`src/rtl/muldiv_pkg.sv`:
```
// rtl/muldiv_pkg.sv - shared types and helpers for the iterative RV32M multiply/divide unit
package muldiv_pkg;

  // funct3 encodings of the M-extension operations
  typedef enum logic [2:0] {
    OP_MUL    = 3'd0,
    OP_MULH   = 3'd1,
    OP_MULHSU = 3'd2,
    OP_MULHU  = 3'd3,
    OP_DIV    = 3'd4,
    OP_DIVU   = 3'd5,
    OP_REM    = 3'd6,
    OP_REMU   = 3'd7
  } muldiv_op_t;

  typedef enum logic [1:0] {
    IDLE = 2'd0,
    BUSY = 2'd1,
    DONE = 2'd2
  } muldiv_state_t;

  localparam int MULDIV_DATA_WIDTH = 32;
  localparam int MULDIV_CNT_WIDTH  = $clog2(MULDIV_DATA_WIDTH) + 1;

  // funct3[2] separates the divide family from the multiply family
  function automatic logic op_is_div(input muldiv_op_t op);
    return op[2];
  endfunction

  // REM/REMU select the remainder rather than the quotient
  function automatic logic op_is_rem(input muldiv_op_t op);
    return op[2] & op[1];
  endfunction

  // rs1 is treated as signed for MULH, MULHSU, DIV and REM; MUL's low half is sign-agnostic
  function automatic logic op_a_signed(input muldiv_op_t op);
    return (op == OP_MULH) || (op == OP_MULHSU) || (op == OP_DIV) || (op == OP_REM);
  endfunction

  // rs2 is signed for MULH, DIV and REM (MULHSU keeps it unsigned)
  function automatic logic op_b_signed(input muldiv_op_t op);
    return (op == OP_MULH) || (op == OP_DIV) || (op == OP_REM);
  endfunction

endpackage

```
`src/rtl/muldiv_unit.sv`:
```
// rtl/muldiv_unit.sv - iterative RV32M multiply/divide unit; optional MULDIV_FAST_MUL_EN single-cycle multiply
module muldiv_unit
  import muldiv_pkg::*;
#(
  parameter int DATA_WIDTH     = 32,
  parameter int REGISTER_WIDTH = 5
) (
  input  logic                      clk,
  input  logic                      rst_i,
  input  logic                      start_e_i,
  input  logic [2:0]                muldiv_op_e_i,
  input  logic [DATA_WIDTH-1:0]     op_a_e_i,
  input  logic [DATA_WIDTH-1:0]     op_b_e_i,
  input  logic [REGISTER_WIDTH-1:0] rd_e_i,
  input  logic                      flush_i,
  output logic                      stall_o,
  output logic                      done_o,
  output logic [DATA_WIDTH-1:0]     result_o,
  output logic [REGISTER_WIDTH-1:0] rd_o
);

  localparam int W     = DATA_WIDTH;
  localparam int CNT_W = $clog2(DATA_WIDTH) + 1;

  muldiv_state_t             state_q, state_d;
  muldiv_op_t                op_in, op_q;
  logic [W-1:0]              opb_q;       // |divisor| or |multiplicand|
  logic [2*W-1:0]            acc_q;       // {remainder, quotient} or {product hi, multiplier/product lo}
  logic [CNT_W-1:0]          cnt_q;
  logic                      neg_q;       // product / quotient needs negation
  logic                      sa_q;        // dividend sign, gives the remainder sign
  logic [REGISTER_WIDTH-1:0] rd_q;
  logic                      done_q;

  logic                      accept;
  logic                      in_sa, in_sb;
  logic [W-1:0]              abs_a, abs_b;
  logic                      div_zero, div_ovf, special;
  logic [W-1:0]              special_res;
  logic                      fast_mul;
  logic [W-1:0]              fast_res;
  logic                      shortcut;
  logic [W-1:0]              shortcut_res;

  logic [W:0]                mul_sum;
  logic [2*W-1:0]            mul_next;
  logic [W:0]                div_shift;
  logic                      div_ge;
  logic [W-1:0]              div_diff;
  logic [2*W-1:0]            div_next;
  logic [2*W-1:0]            step_next;
  logic [2*W-1:0]            prod_fix;
  logic [W-1:0]              quo, rem;
  logic [W-1:0]              final_res;

  // Decode the incoming op: magnitudes, signs, and divides that finish without iterating
  always_comb begin
    op_in    = muldiv_op_t'(muldiv_op_e_i);
    accept   = (state_q == IDLE) & start_e_i & ~flush_i;
    in_sa    = op_a_signed(op_in) & op_a_e_i[W-1];
    in_sb    = op_b_signed(op_in) & op_b_e_i[W-1];
    abs_a    = in_sa ? (~op_a_e_i + 1'b1) : op_a_e_i;
    abs_b    = in_sb ? (~op_b_e_i + 1'b1) : op_b_e_i;
    div_zero = op_is_div(op_in) & (op_b_e_i == '0);
    div_ovf  = ((op_in == OP_DIV) | (op_in == OP_REM)) &
               (op_a_e_i == {1'b1, {(W-1){1'b0}}}) & (op_b_e_i == '1);
    special  = div_zero | div_ovf;
    if (div_zero) begin
      special_res = op_is_rem(op_in) ? op_a_e_i : '1;
    end else begin
      special_res = op_is_rem(op_in) ? '0 : {1'b1, {(W-1){1'b0}}};
    end
  end

`ifdef MULDIV_FAST_MUL_EN
  logic [2*W-1:0] fast_a, fast_b, fast_prod;

  // Single-cycle product of the sign-extended operands; low 2W bits are exact
  always_comb begin
    fast_a    = {{W{op_a_signed(op_in) & op_a_e_i[W-1]}}, op_a_e_i};
    fast_b    = {{W{op_b_signed(op_in) & op_b_e_i[W-1]}}, op_b_e_i};
    fast_prod = fast_a * fast_b;
    fast_mul  = ~op_is_div(op_in);
    fast_res  = (op_in == OP_MUL) ? fast_prod[W-1:0] : fast_prod[2*W-1:W];
  end
`else
  // Without the fast multiplier every multiply iterates
  always_comb begin
    fast_mul = 1'b0;
    fast_res = '0;
  end
`endif

  // Ops that complete straight from IDLE and the value they register
  always_comb begin
    shortcut     = special | fast_mul;
    shortcut_res = special ? special_res : fast_res;
  end

  // One radix-2 step: shift-add multiply or restoring divide, then final sign fix and select
  always_comb begin
    mul_sum   = {1'b0, acc_q[2*W-1:W]} + (acc_q[0] ? {1'b0, opb_q} : {(W+1){1'b0}});
    mul_next  = {mul_sum, acc_q[W-1:1]};
    div_shift = {acc_q[2*W-1:W], acc_q[W-1]};
    div_ge    = div_shift >= {1'b0, opb_q};
    div_diff  = div_shift[W-1:0] - opb_q;
    div_next  = {(div_ge ? div_diff : div_shift[W-1:0]), acc_q[W-2:0], div_ge};
    step_next = op_is_div(op_q) ? div_next : mul_next;
    prod_fix  = neg_q ? (~step_next + 1'b1) : step_next;
    quo       = neg_q ? (~step_next[W-1:0] + 1'b1) : step_next[W-1:0];
    rem       = sa_q ? (~step_next[2*W-1:W] + 1'b1) : step_next[2*W-1:W];
    case (op_q)
      OP_MUL:                      final_res = prod_fix[W-1:0];
      OP_MULH, OP_MULHSU, OP_MULHU: final_res = prod_fix[2*W-1:W];
      OP_DIV, OP_DIVU:             final_res = quo;
      default:                     final_res = rem;
    endcase
  end

  // State register
  always_ff @(posedge clk or posedge rst_i) begin
    if (rst_i) begin
      state_q <= IDLE;
    end else begin
      state_q <= state_d;
    end
  end

  // Next-state logic; flush always wins and returns to IDLE
  always_comb begin
    state_d = state_q;
    case (state_q)
      IDLE: begin
        if (accept) begin
          state_d = shortcut ? DONE : BUSY;
        end
      end
      BUSY: begin
        if (flush_i) begin
          state_d = IDLE;
        end else if (cnt_q == CNT_W'(1)) begin
          state_d = DONE;
        end
      end
      default: state_d = IDLE;
    endcase
  end

  // Outputs: stall the pipeline while accepting or iterating; done is the registered DONE flag
  always_comb begin
    stall_o = ((state_q == IDLE) & start_e_i & ~flush_i) | (state_q == BUSY);
    done_o  = done_q;
  end

  // Datapath: operand capture, iteration, and result/rd registers
  always_ff @(posedge clk or posedge rst_i) begin
    if (rst_i) begin
      op_q     <= OP_MUL;
      rd_q     <= '0;
      opb_q    <= '0;
      acc_q    <= '0;
      cnt_q    <= '0;
      neg_q    <= 1'b0;
      sa_q     <= 1'b0;
      done_q   <= 1'b0;
      result_o <= '0;
      rd_o     <= '0;
    end else begin
      done_q <= (state_d == DONE);
      case (state_q)
        IDLE: begin
          if (accept) begin
            op_q  <= op_in;
            rd_q  <= rd_e_i;
            opb_q <= abs_b;
            acc_q <= {{W{1'b0}}, abs_a};
            cnt_q <= CNT_W'(W);
            neg_q <= in_sa ^ in_sb;
            sa_q  <= in_sa;
            if (shortcut) begin
              result_o <= shortcut_res;
              rd_o     <= rd_e_i;
            end
          end
        end
        BUSY: begin
          if (!flush_i) begin
            acc_q <= step_next;
            cnt_q <= cnt_q - 1'b1;
            if (cnt_q == CNT_W'(1)) begin
              result_o <= final_res;
              rd_o     <= rd_q;
            end
          end
        end
        default: ;
      endcase
    end
  end

endmodule
```
`config.mk`:
```
export PLATFORM = sky130hd
export DESIGN_NAME = muldiv_unit
export DESIGN_NICKNAME = d
export VERILOG_FILES = /design/src/rtl/muldiv_pkg.sv /design/src/rtl/muldiv_unit.sv
export SDC_FILE = /design/constraint.sdc
export NUM_CORES = 1
export LEC_CHECK = 0
export BUFFER_PORTS_ARGS = -buffer_cell sky130_fd_sc_hd__buf_2
export CAP_MARGIN = 20
export CORE_MARGIN = 2
export CORE_UTILIZATION = 35
export CTS_CLUSTER_SIZE = 8
export DETAILED_ROUTE_END_ITERATION = 8
export GPL_ROUTABILITY_DRIVEN = 0
export PLACE_DENSITY_LB_ADDON = 0.12
export SLEW_MARGIN = 10
export SYNTH_ARGS = -nofsm -noshare
export SYNTH_HDL_FRONTEND = slang
export SYNTH_SLANG_ARGS = --single-unit
export TNS_END_PERCENT = 100
```
`constraint.sdc`:
```
create_clock -name clk -period 6.47 [get_ports clk]
set_input_delay 0.647 -clock clk [delete_from_list [all_inputs] [get_ports clk]]
set_output_delay 0.647 -clock clk [all_outputs]
set_load 0.03 [all_outputs]
```
==> results of run 1 <==
worst reg2reg max path, stage by stage, from the launching register on:
cell and delay, ns:
dfrtp_1 0.73, buf_4 0.36, nand2_1 0.14, fa_1 0.45, nor2b_1 0.21, o31a_1 0.29, o21ai_0 0.22, a211oi_1 0.62
a21boi_0 0.29, o21ai_0 0.31, xnor2_1 0.11, o22ai_1 0.68, nand4_1 0.52, or4_1 0.63, o31ai_1 0.10, o221ai_2 0.14
nand3_2 0.11
where the power goes:
| part | switching, mW | internal, mW | leakage [nW] |
|---|---|---|---|
| Sequential | 0.469 | 1.27 | 1.94 |
| Combinational | 4.24 | 2.22 | 4.98 |
| Clock | 0.469 | 0.590 | 0.281 |
| Total | 5.18 | 4.08 | 7.20 |
per-layer routing:
layer | up-vias | track usage (%) | routed length (um)
li1 | 7892 | - | -
met1 | 8265 | 39.6 | 29900
met2 | 711 | 43.0 | 29000
met3 | 109 | 5.16 | 5060
met4 | 2 | 10.2 | 2170
met5 | - | 0 | 13
registers in the layout, indices dropped and copies added, names as in the netlist:
name	cells
done_o	1
cnt_q	6
op_q	3
state_q	2
rd_q	5
acc_q	64
opb_q	32
result_o	32
rd_o	5
neg_q	1
sa_q	1
layout make-up:
cell class,count,area (um2)
inverters,74,283
well taps,592,741
multi-input cells,1783,11200
clock buffers,22,464
clock inverters,10,120
fillers,4652,26800
repair buffers,154,891
flip-flops and latches,152,3810
through the flow:
| step | utilization [%] | hold slack (ns) |
|---|---|---|
| floorplan | - | 0.442 |
| global placement | 38.1 | 0.463 |
| detailed placement | 38.1 | 0.463 |
| CTS | 39.4 | 0.329 |
| global route | 39.5 | 0.353 |
| finish | 39.5 | 0.307 |
kinds of logic after synthesis:
kind of cell | count (synthesis) | share of synthesized area (%)
compound gates | 710 | 28.4
mux | 47 | 3.08
simple gates | 795 | 24.7
xor+xnor | 158 | 8.81
buf+inv | 197 | 4.87
fa+ha+maj | 73 | 5.91
flops | 152 | 24.2
worst min path at each step:
| stage | start | endpoint | slack (ns) |
|---|---|---|---|
| after global routing | rst_i | opb_q[16]$_DFFE_PP0P_ | 0.35 |
| after global placement | rd_q[0]$_DFFE_PP0P_ | rd_q[0]$_DFFE_PP0P_ | 0.46 |
| after detailed placement | rd_q[1]$_DFFE_PP0P_ | rd_q[1]$_DFFE_PP0P_ | 0.46 |
| final | rst_i | opb_q[15]$_DFFE_PP0P_ | 0.31 |
| after floorplan | cnt_q[4]$_DFFE_PP0P_ | cnt_q[4]$_DFFE_PP0P_ | 0.44 |
| after CTS | rst_i | opb_q[15]$_DFFE_PP0P_ | 0.33 |
cells in the final DEF, fill, tap and decap left out, types with 9 or more instances in the layout:
cell type,synthesis,layout
or2_2,11,11
buf_4,0,39
a211oi_1,13,13
a21o_1,17,17
clkbuf_16,0,17
mux2_2,11,11
buf_2,13,114
o21a_1,20,20
o21ai_0,249,248
mux2i_1,36,36
nor4_1,18,18
a311oi_1,9,9
nand4_1,30,30
nand2b_1,26,24
o221ai_1,19,19
nor3b_1,11,11
o41ai_1,9,9
nor2b_1,17,16
ha_1,71,71
xnor2_1,89,89
a22o_1,13,13
nor3_1,55,55
a21oi_1,159,159
o211ai_1,18,18
o22ai_1,15,15
a31oi_1,42,42
and3_1,11,11
or4_1,13,13
and2_1,39,39
o31ai_1,29,29
nor2_1,175,174
dfrtp_1,152,151
inv_1,74,73
nand2_1,284,284
xor2_1,69,69
a221oi_1,11,11
or3_1,26,26
nand3_1,39,39
==> impl_metrics.json, run 1 <==
{
  "status": "finished clean",
  "synth_seq_area_share_pct": 24.2,
  "crit_arrival_ns": 6.38,
  "required_ns": 6.88,
  "antenna_found_initial": 3,
  "drt_iter0_markers": 1647,
  "dieArea_um2": 46600,
  "final_nets": 2331,
  "cts-buffers-inserted": 17,
  "dp.cells": 2754,
  "ys_dominant_reg_cell": "dfrtp_1",
  "clk_pin_slew_ns": 0.07,
  "final_cells": 2787,
  "area_growth_pct": 11.2,
  "path_max_fanout": 22,
  "core_area_um2": 44200,
  "netlist_area_um2": 15700,
  "vias": 17000,
  "setup_viol": 0,
  "r2r-start": "acc_q[0]$_DFFE_PP0P_",
  "reg2reg_to": "result_o[29]$_DFFE_PP0P_",
  "yosysTopAreaCellShare_pct": 24.2,
  "cts_setup_buffers": 0,
  "wl_mm": 66.1,
  "gr-total-overflow": 0,
  "drt-wirelength-per-cell_um": 23.7,
  "ys_seq_elements": 152,
  "cts_buffer_depth": 2,
  "synthDistinctLibCells": 91,
  "rsz0062_at_grt": "false",
  "synth.net_count": 2281,
  "die_x_um": 216,
  "initial_core_util_pct": 35.5,
  "track_usage_pct": 28.2,
  "finalInstanceArea_um2": 17500,
  "relSlewSlack_pct": 31.1,
  "synth_edf_count": 0,
  "cts_sinks": 152,
  "hold_buffers": 0,
  "period_minus_slack_ns": 5.97,
  "die_height_um": 216,
  "syn_avg_cell_area_um2": 7.37,
  "startpoint_type": "flop",
  "power_mw": 9.26,
  "yosysMostFrequentCell": "nand2_1",
  "p_per_area_nw_per_um2": 530,
  "async_reset_ff_share_pct": 100,
  "path_cells": "buf_4, nand2_1, fa_1, nor2b_1, o31a_1, o21ai_0, a211oi_1, a21boi_0, o21ai_0, xnor2_1, o22ai_1, nand4_1, or4_1, o31ai_1, o221ai_2, nand3_2",
  "r2r_slack_ns": 0.50,
  "slowest_stage": "dfrtp_1",
  "end_kind": "flop",
  "cts_root_buffer": "clkbuf_16",
  "finalClockSkew_ns": 0.0153,
  "critPathMaxStageDelay_ns": 0.73,
  "worstMarginPinSlew_ns": 1.03,
  "ctsResizeCount": 0,
  "fin_ws_ns": 0.497,
  "grt_pass1_wl_mm": 101,
  "vias_per_cell": 6.09,
  "vdd_ir_drop_max_v": 0.000252,
  "drtAntennaViolNets": 0,
  "worstSkewPairLatency_ns": 0.47,
  "dp_slack_ns": 0.705,
  "critPathBufInv": 1,
  "rows": 77,
  "syn-instance-count": 2132,
  "placed_area_um2": 16800,
  "drv_cap": 0,
  "htree_levels": 4,
  "ys.warnings.count": 0,
  "dp_hpwl_mm": 51.1,
  "p_leak_nw": 7.20,
  "dr.pass1.iters": 6,
  "diodes": 0,
  "timing.setup.tns_ns": 0,
  "reg2reg_depth": 16,
  "cp_top_family": "compound AO/OA/AOI/OAI gates",
  "grt_pass1_vias": 16000,
  "synth_area_leaders": "dfrtp_1 24%, o21ai_0 7.9%, nand2_1 6.8%",
  "cts_tree": "yes",
  "netlist_top_cells_count": "284 x nand2_1, 249 x o21ai_0, 175 x nor2_1",
  "fmax_ghz": 0.167,
  "io_buffers": 114,
  "min_path_type": "in2async",
  "crit_end": "result_o[29]$_DFFE_PP0P_",
  "finalMaxSlewViolations": 0,
  "synth_area_leader_cell": "dfrtp_1",
  "grt_start_max_net_pins": 86,
  "cp-startpoint": "acc_q[0]$_DFFE_PP0P_",
  "critPathKind": "reg2reg",
  "drc_errors": 0,
  "drive_gt1_share_pct": 11.1,
  "io_pins": 115,
  "path_common_cell": "o21ai_0",
  "cp.depth": 16,
  "hold_viol_final": 0,
  "post-route-period-util_pct": 92.3
}
No activity file was read; power rests on OpenSTA's default activity.
==> run 2, diff against run 1 <==
BUFFER_PORTS_ARGS = default   (was -buffer_cell sky130_fd_sc_hd__buf_2)
DONT_BUFFER_PORTS = 1   (was default)
==> run 2 against run 1 <==
Against the previous run: combinational power down 3%; global-route usage is 0.65 points higher; clock skew increased by 0.0064 ns; maximum frequency up 2.3%; register-to-register slack better by 0.13 ns; non-clock buffer count is 111 lower; flip-flop and latch count unchanged; largest power group unchanged.
==> impl_metrics.json, run 2 (same netlist as run 1, synthesis figures left out) <==
{
  "hold_buffers": 0,
  "fmax_ghz": 0.171,
  "crit_arrival_ns": 6.24,
  "top_register": "acc_q",
  "fillers": 4708,
  "core_area_um2": 44200,
  "cts-buffers-inserted": 17,
  "required_ns": 6.87,
  "reg_top3": "acc_q (64), opb_q (32), result_o (32)",
  "drt_iter0_markers": 1771,
  "final_cell_mix": "284 x nand2_1, 248 x o21ai_0, 174 x nor2_1",
  "final_nets": 2220,
  "cts_tree": "yes",
  "layout_commonest_cell": "nand2_1",
  "p_clk_share_pct": 12.2,
  "end_kind": "flop",
  "finalInstanceArea_um2": 17000,
  "post-route-util_pct": 38.4,
  "die_height_um": 216,
  "drtAntennaViolNets": 0,
  "initial_core_util_pct": 35.5,
  "grt_pass1_vias": 15800,
  "r2r_slack_ns": 0.63,
  "vdd_ir_drop_max_v": 0.000264,
  "cts_setup_buffers": 0,
  "placed_area_um2": 16300,
  "dieArea_um2": 46600,
  "reg2reg_depth": 16,
  "critPathKind": "reg2reg",
  "dr.pass1.iters": 7,
  "hold_ws_ns": 0.00200,
  "setup_viol": 0,
  "dp_hpwl_mm": 51.6,
  "gr-total-overflow": 0,
  "finalMaxSlewViolations": 0,
  "top_usage_layer": "met2",
  "grt_start_max_net_pins": 103,
  "die_x_um": 216,
  "p_switching_mw": 5.20,
  "power_frac_comb_pct": 67.5,
  "largest_reg_flops": 64,
  "path_cells": "inv_1, ha_1, nand4_2, or3_1, nor4_2, o31a_2, nor2_1, buf_4, a311oi_2, nand4_1, nor4_4, nand3_1, o41ai_1, xor2_1, o21ai_0, a22oi_1",
  "startpoint_type": "flop",
  "wl_mm": 67.4,
  "vias": 16600,
  "post-route-period-util_pct": 90.3,
  "antenna_found_initial": 0,
  "io_buffers": 0,
  "met1_usage_pct": 41.4,
  "period_minus_slack_ns": 5.84,
  "use_met2_pct": 42.2,
  "vias_per_cell": 6.21,
  "critPathMaxStageDelay_ns": 0.65,
  "p_leak_nw": 6.76,
  "drive_gt1_share_pct": 6.48,
  "drv_cap": 0,
  "intPower_mw": 4.08,
  "min_path_type": "in2async",
  "hold_viol_final": 0,
  "rsz0062_at_grt": "false",
  "relSlewSlack_pct": 29.2,
  "gr-usage-met3_pct": 6.40,
  "worstSkewPairLatency_ns": 0.48,
  "power_mw": 9.29,
  "area_growth_pct": 8.01,
  "regArea_um2": 3810,
  "multiInputGateArea_um2": 11200,
  "p_per_area_nw_per_um2": 548,
  "clk_pin_slew_ns": 0.08,
  "p_sw_share_pct": 56.0,
  "drc_errors": 0,
  "r2r-start": "opb_q[25]$_DFFE_PP0P_",
  "cts_sinks": 152,
  "rows": 77,
  "drt-wirelength-per-cell_um": 25.2,
  "slowest_stage": "a311oi_2",
  "worstMarginPinSlew_ns": 1.06,
  "htree_levels": 4,
  "seq_power_share_pct": 20.3,
  "io_pins": 115,
  "path_max_fanout": 18,
  "finalClockSkew_ns": 0.0217,
  "reg2reg_to": "result_o[30]$_DFFE_PP0P_",
  "cts_root_buffer": "clkbuf_16",
  "cp-startpoint": "opb_q[25]$_DFFE_PP0P_",
  "diodes": 0,
  "timing.setup.tns_ns": 0,
  "cts_buffer_depth": 2,
  "grt_pass1_wl_mm": 103,
  "track_usage_pct": 28.8,
  "status": "finished clean"
}
run 2: cell types whose count changed in the layout (fill, tap and decap cells not counted):
cell,delta
clkinvlp_4,-1
buf_4,+3
buf_2,-114
dfrtp_2,+1
bufinv_16,+2
clkinv_4,-1
dfrtp_1,-1
clkbuf_1,-1
clkinv_2,+1
run 2: worst max path at each step:
stage | to | cells past startpoint
2_1_floorplan | result_o[26]$_DFFE_PP0P_ | 21
3_3_place_gp | result_o[29]$_DFFE_PP0P_ | 17
3_5_place_dp | result_o[29]$_DFFE_PP0P_ | 17
4_1_cts | result_o[29]$_DFFE_PP0P_ | 17
5_1_grt | result_o[31]$_DFFE_PP0P_ | 17
6_report | result_o[30]$_DFFE_PP0P_ | 16
run 2: final cells by class:
| cell class | count | share of cell area, % |
|---|---|---|
| clock buffers | 21 | 2.71 |
| inverters | 74 | 1.67 |
| flip-flops and latches | 152 | 22.5 |
| multi-input cells | 1783 | 65.8 |
| repair buffers | 43 | 2.02 |
| well taps | 592 | 4.37 |
| clock inverters | 11 | 0.996 |
run 2: per-stage QoR:
| step | std cells | worst slack (ns) |
|---|---|---|
| finish | 2676 | 0.630 |
| global route | 2676 | 0.272 |
| CTS | 2675 | 0.489 |
| detailed placement | 2643 | 0.527 |
| global placement | 2643 | 0.629 |
| floorplan | 2132 | 1.65 |
run 2: critical path: cells and delay by family (launching register included):
kind	cells	cell delay, ns
DFF	1	0.53
adders and majority gates	1	0.44
buffers and inverters	2	0.33
AOI/OAI and AO/OA	5	1.98
and+or+nand+nor	7	2.28
xor gates and xnor gates	1	0.18
run 2: timing repair:
item,CTS,global route
endpoints found under the setup margin,0,1
gates resized for setup,0,1
hold endpoints to repair,0,0
run 2: power by group through the flow:
stage	sequential [mW]	combinational, mW	clock, mW
finish	1.88	6.27	1.14
CTS	1.87	6.11	1.15
floorplan	1.66	4.29	0
detailed placement	1.89	6.07	0
global placement	1.88	6.09	0
global route	1.93	6.76	1.19
run 2: per-layer routing:
metal / part of all wire [%] / vias to the layer above
li1: - / 7669
met1: 46 / 8095
met2: 42 / 728
met3: 8.5 / 123
met4: 3.3 / 0
met5: 0 / -
==> run 3, diff against run 2 <==
ABC_AREA = 1   (was default)
==> run 3 against run 2 <==
Against the previous run: non-clock buffer count fell by 17; power grew 13%; first-iteration DRC count grew 41%; critical path depth up 13; utilization decreased by 0.70 points; register-to-register slack gained 0.55 ns; cell count grew 37%; maximum frequency increased by 10%; worst setup slack improved by 0.55 ns; flip-flop and latch count unchanged; critical path type unchanged; largest power group unchanged.
==> impl_metrics.json, run 3 <==
{
  "dp_slack_ns": 1.33,
  "drv_cap": 0,
  "rows": 82,
  "ys.warnings.count": 0,
  "setup_viol": 0,
  "vias": 20500,
  "critPathMaxStageDelay_ns": 0.47,
  "synthMuxAreaShare_pct": 0.0563,
  "slowest_stage": "dfrtp_1",
  "ctsResizeCount": 0,
  "htree_levels": 4,
  "vias_per_cell": 5.58,
  "path_max_fanout": 38,
  "grt_start_max_net_pins": 90,
  "finalMaxSlewViolations": 0,
  "yosys.area_share.xor_xnor_pct": 3.60,
  "io_buffers": 0,
  "post-route-period-util_pct": 81.7,
  "grt_pass1_wl_mm": 120,
  "die_x_um": 229,
  "cts_sinks": 152,
  "synth_fa_ha_area_share_pct": 5.23,
  "drtAntennaViolNets": 0,
  "die_height_um": 229,
  "syn_avg_cell_area_um2": 5.84,
  "dp_hpwl_mm": 63.4,
  "synth_edf_count": 0,
  "synthDistinctLibCells": 54,
  "netlist_top_cells_count": "876 x nand2_1, 442 x inv_1, 326 x nor2_1",
  "synth_area_leader_cell": "dfrtp_1",
  "drt_iter0_markers": 2493,
  "cts_root_buffer": "clkbuf_16",
  "area_growth_pct": 6.35,
  "synth_top_family_by_area": "simple AND/OR/NAND/NOR gates",
  "highest_layer": "met4",
  "syn-instance-count": 3042,
  "startpoint_type": "flop",
  "cts_buffer_depth": 2,
  "dieArea_um2": 52600,
  "diodes": 0,
  "drc_errors": 0,
  "initial_core_util_pct": 35.4,
  "hold_viol_final": 0,
  "antenna_found_initial": 0,
  "status": "finished clean",
  "required_ns": 6.87,
  "hold_buffers": 0,
  "core_area_um2": 50200,
  "fmax_ghz": 0.189,
  "yosysMostFrequentCell": "nand2_1",
  "synth.net_count": 3191,
  "met2_length_mm": 33.1,
  "cts_setup_buffers": 0,
  "clk_pin_slew_ns": 0.07,
  "end_kind": "flop",
  "dr.pass1.iters": 7,
  "drive_gt1_share_pct": 6.50,
  "wl_mm": 80.0,
  "reg_top3": "acc_q (64), opb_q (32), result_o (32)",
  "path_common_cell": "nand2_1",
  "netlist_area_um2": 17800,
  "grt_pass1_vias": 19100,
  "crit_arrival_ns": 5.69,
  "final_nets": 3134,
  "final_cell_mix": "876 x nand2_1, 441 x inv_1, 323 x nor2_1",
  "worstMarginPinSlew_ns": 1.12,
  "worstSkewPairLatency_ns": 0.47,
  "p_per_area_nw_per_um2": 555,
  "cts-buffers-inserted": 17,
  "period_minus_slack_ns": 5.29,
  "drt-wirelength-per-cell_um": 21.8,
  "reg2reg_depth": 29,
  "track_usage_pct": 30.1,
  "timing.setup.tns_ns": 0,
  "ys_dominant_reg_cell": "dfrtp_1",
  "met3_length_mm": 8.54,
  "synth_compound_area_share_pct": 15.8,
  "top_register": "acc_q",
  "largest_reg_flops": 64,
  "yosysTopAreaCellShare_pct": 21.4,
  "fin_ws_ns": 1.18,
  "vdd_ir_drop_max_v": 0.000270,
  "cts_tree": "yes",
  "wl_met1_mm": 35.5,
  "rsz0062_at_grt": "false",
  "critPathKind": "reg2reg",
  "io_pins": 115,
  "gr-total-overflow": 0,
  "synth_seq_area_share_pct": 21.4,
  "ys_seq_elements": 152,
  "synth_area_leaders": "dfrtp_1 21%, nand2_1 19%, inv_1 9.3%",
  "min_path_type": "in2async",
  "async_reset_ff_share_pct": 100,
  "synth-simple-area-share_pct": 41.2,
  "finalClockSkew_ns": 0.0101,
  "layout_commonest_cell": "nand2_1",
  "p_leak_nw": 9.93,
  "relSlewSlack_pct": 25.6
}
[run 3: changes by cell type in the layout (fill, tap and decap cells not counted), sizes merged, moves of 22 or more]
cell,delta
mux2i,-35
and2,-34
nand2b,-26
o31ai,-27
xnor2,-77
inv,+388
a21oi,+22
nand2,+615
nor2,+188
nand3,+234
or3,-27
a31oi,-35
[run 3: power by group]
part	leakage, nW	switching, mW	internal [mW]	total [mW]
Clock	0.295	0.492	0.589	1.08
Sequential	1.90	0.572	1.30	1.88
Combinational	7.73	5.44	2.09	7.53
Total	9.93	6.50	3.98	10.5
[run 3: cells by family after synthesis]
kind of cell | Yosys count
AOI/OAI and AO/OA | 507
xor gates and xnor gates | 73
adders and majority gates | 73
buffers and inverters | 560
DFF | 152
muxes | 1
and+or+nand+nor | 1676
[run 3: area by class of cell]
cell class | count | area [um2]
Tap cell | 672 | 841
Sequential cell | 152 | 3810
Inverter | 458 | 1720
Timing Repair Buffer | 26 | 195
Fill cell | 5646 | 31300
Multi-Input combinational cell | 2330 | 11700
Clock buffer | 18 | 439
Clock inverter | 14 | 165
[run 3: worst max-delay path, delay by kind of cell, from the launching register on]
kind / cells / cell delay (ns)
AND/OR/NAND/NOR: 20 / 3.08
AO/OA/AOI/OAI: 5 / 0.93
adder cells (fa/ha/maj): 2 / 0.54
flip-flops: 1 / 0.47
buffers and inverters: 2 / 0.17
[run 3: stage by stage]
step                utilization (%)  power, mW  cells  area [um2]  hold WS [ns]
global route                   37.7       11.3   3670       18900         0.274
detailed placement             36.5       9.17   3638       18300         0.466
finish                         37.7       10.5   3670       18900         0.218
floorplan                         -       6.87   3042       17800         0.448
CTS                            37.7       10.3   3670       18900         0.238
global placement               36.5       9.17   3638       18300         0.466
[run 3: final timing paths]
check,slack (ns),start,endpoint
setup reg to reg,1.18,acc_q[55]$_DFFE_PP0P_,result_o[26]$_DFFE_PP0P_
max in group asynchronous,4.79,rst_i,result_o[22]$_DFFE_PP0P_
min in group clk,0.28,rd_e_i[4],rd_q[4]$_DFFE_PP0P_
hold reg to reg,0.48,rd_q[1]$_DFFE_PP0P_,rd_q[1]$_DFFE_PP0P_
hold / removal,0.22,rst_i,rd_o[1]$_DFFE_PP0P_
setup / recovery,1.18,acc_q[55]$_DFFE_PP0P_,result_o[26]$_DFFE_PP0P_
[run 3: layer usage]
metal | up-vias | GRT usage [%]
met5 | - | 0
met4 | 0 | 11.5
met3 | 120 | 6.54
met2 | 1048 | 43.8
met1 | 9637 | 43.2
li1 | 9675 | -
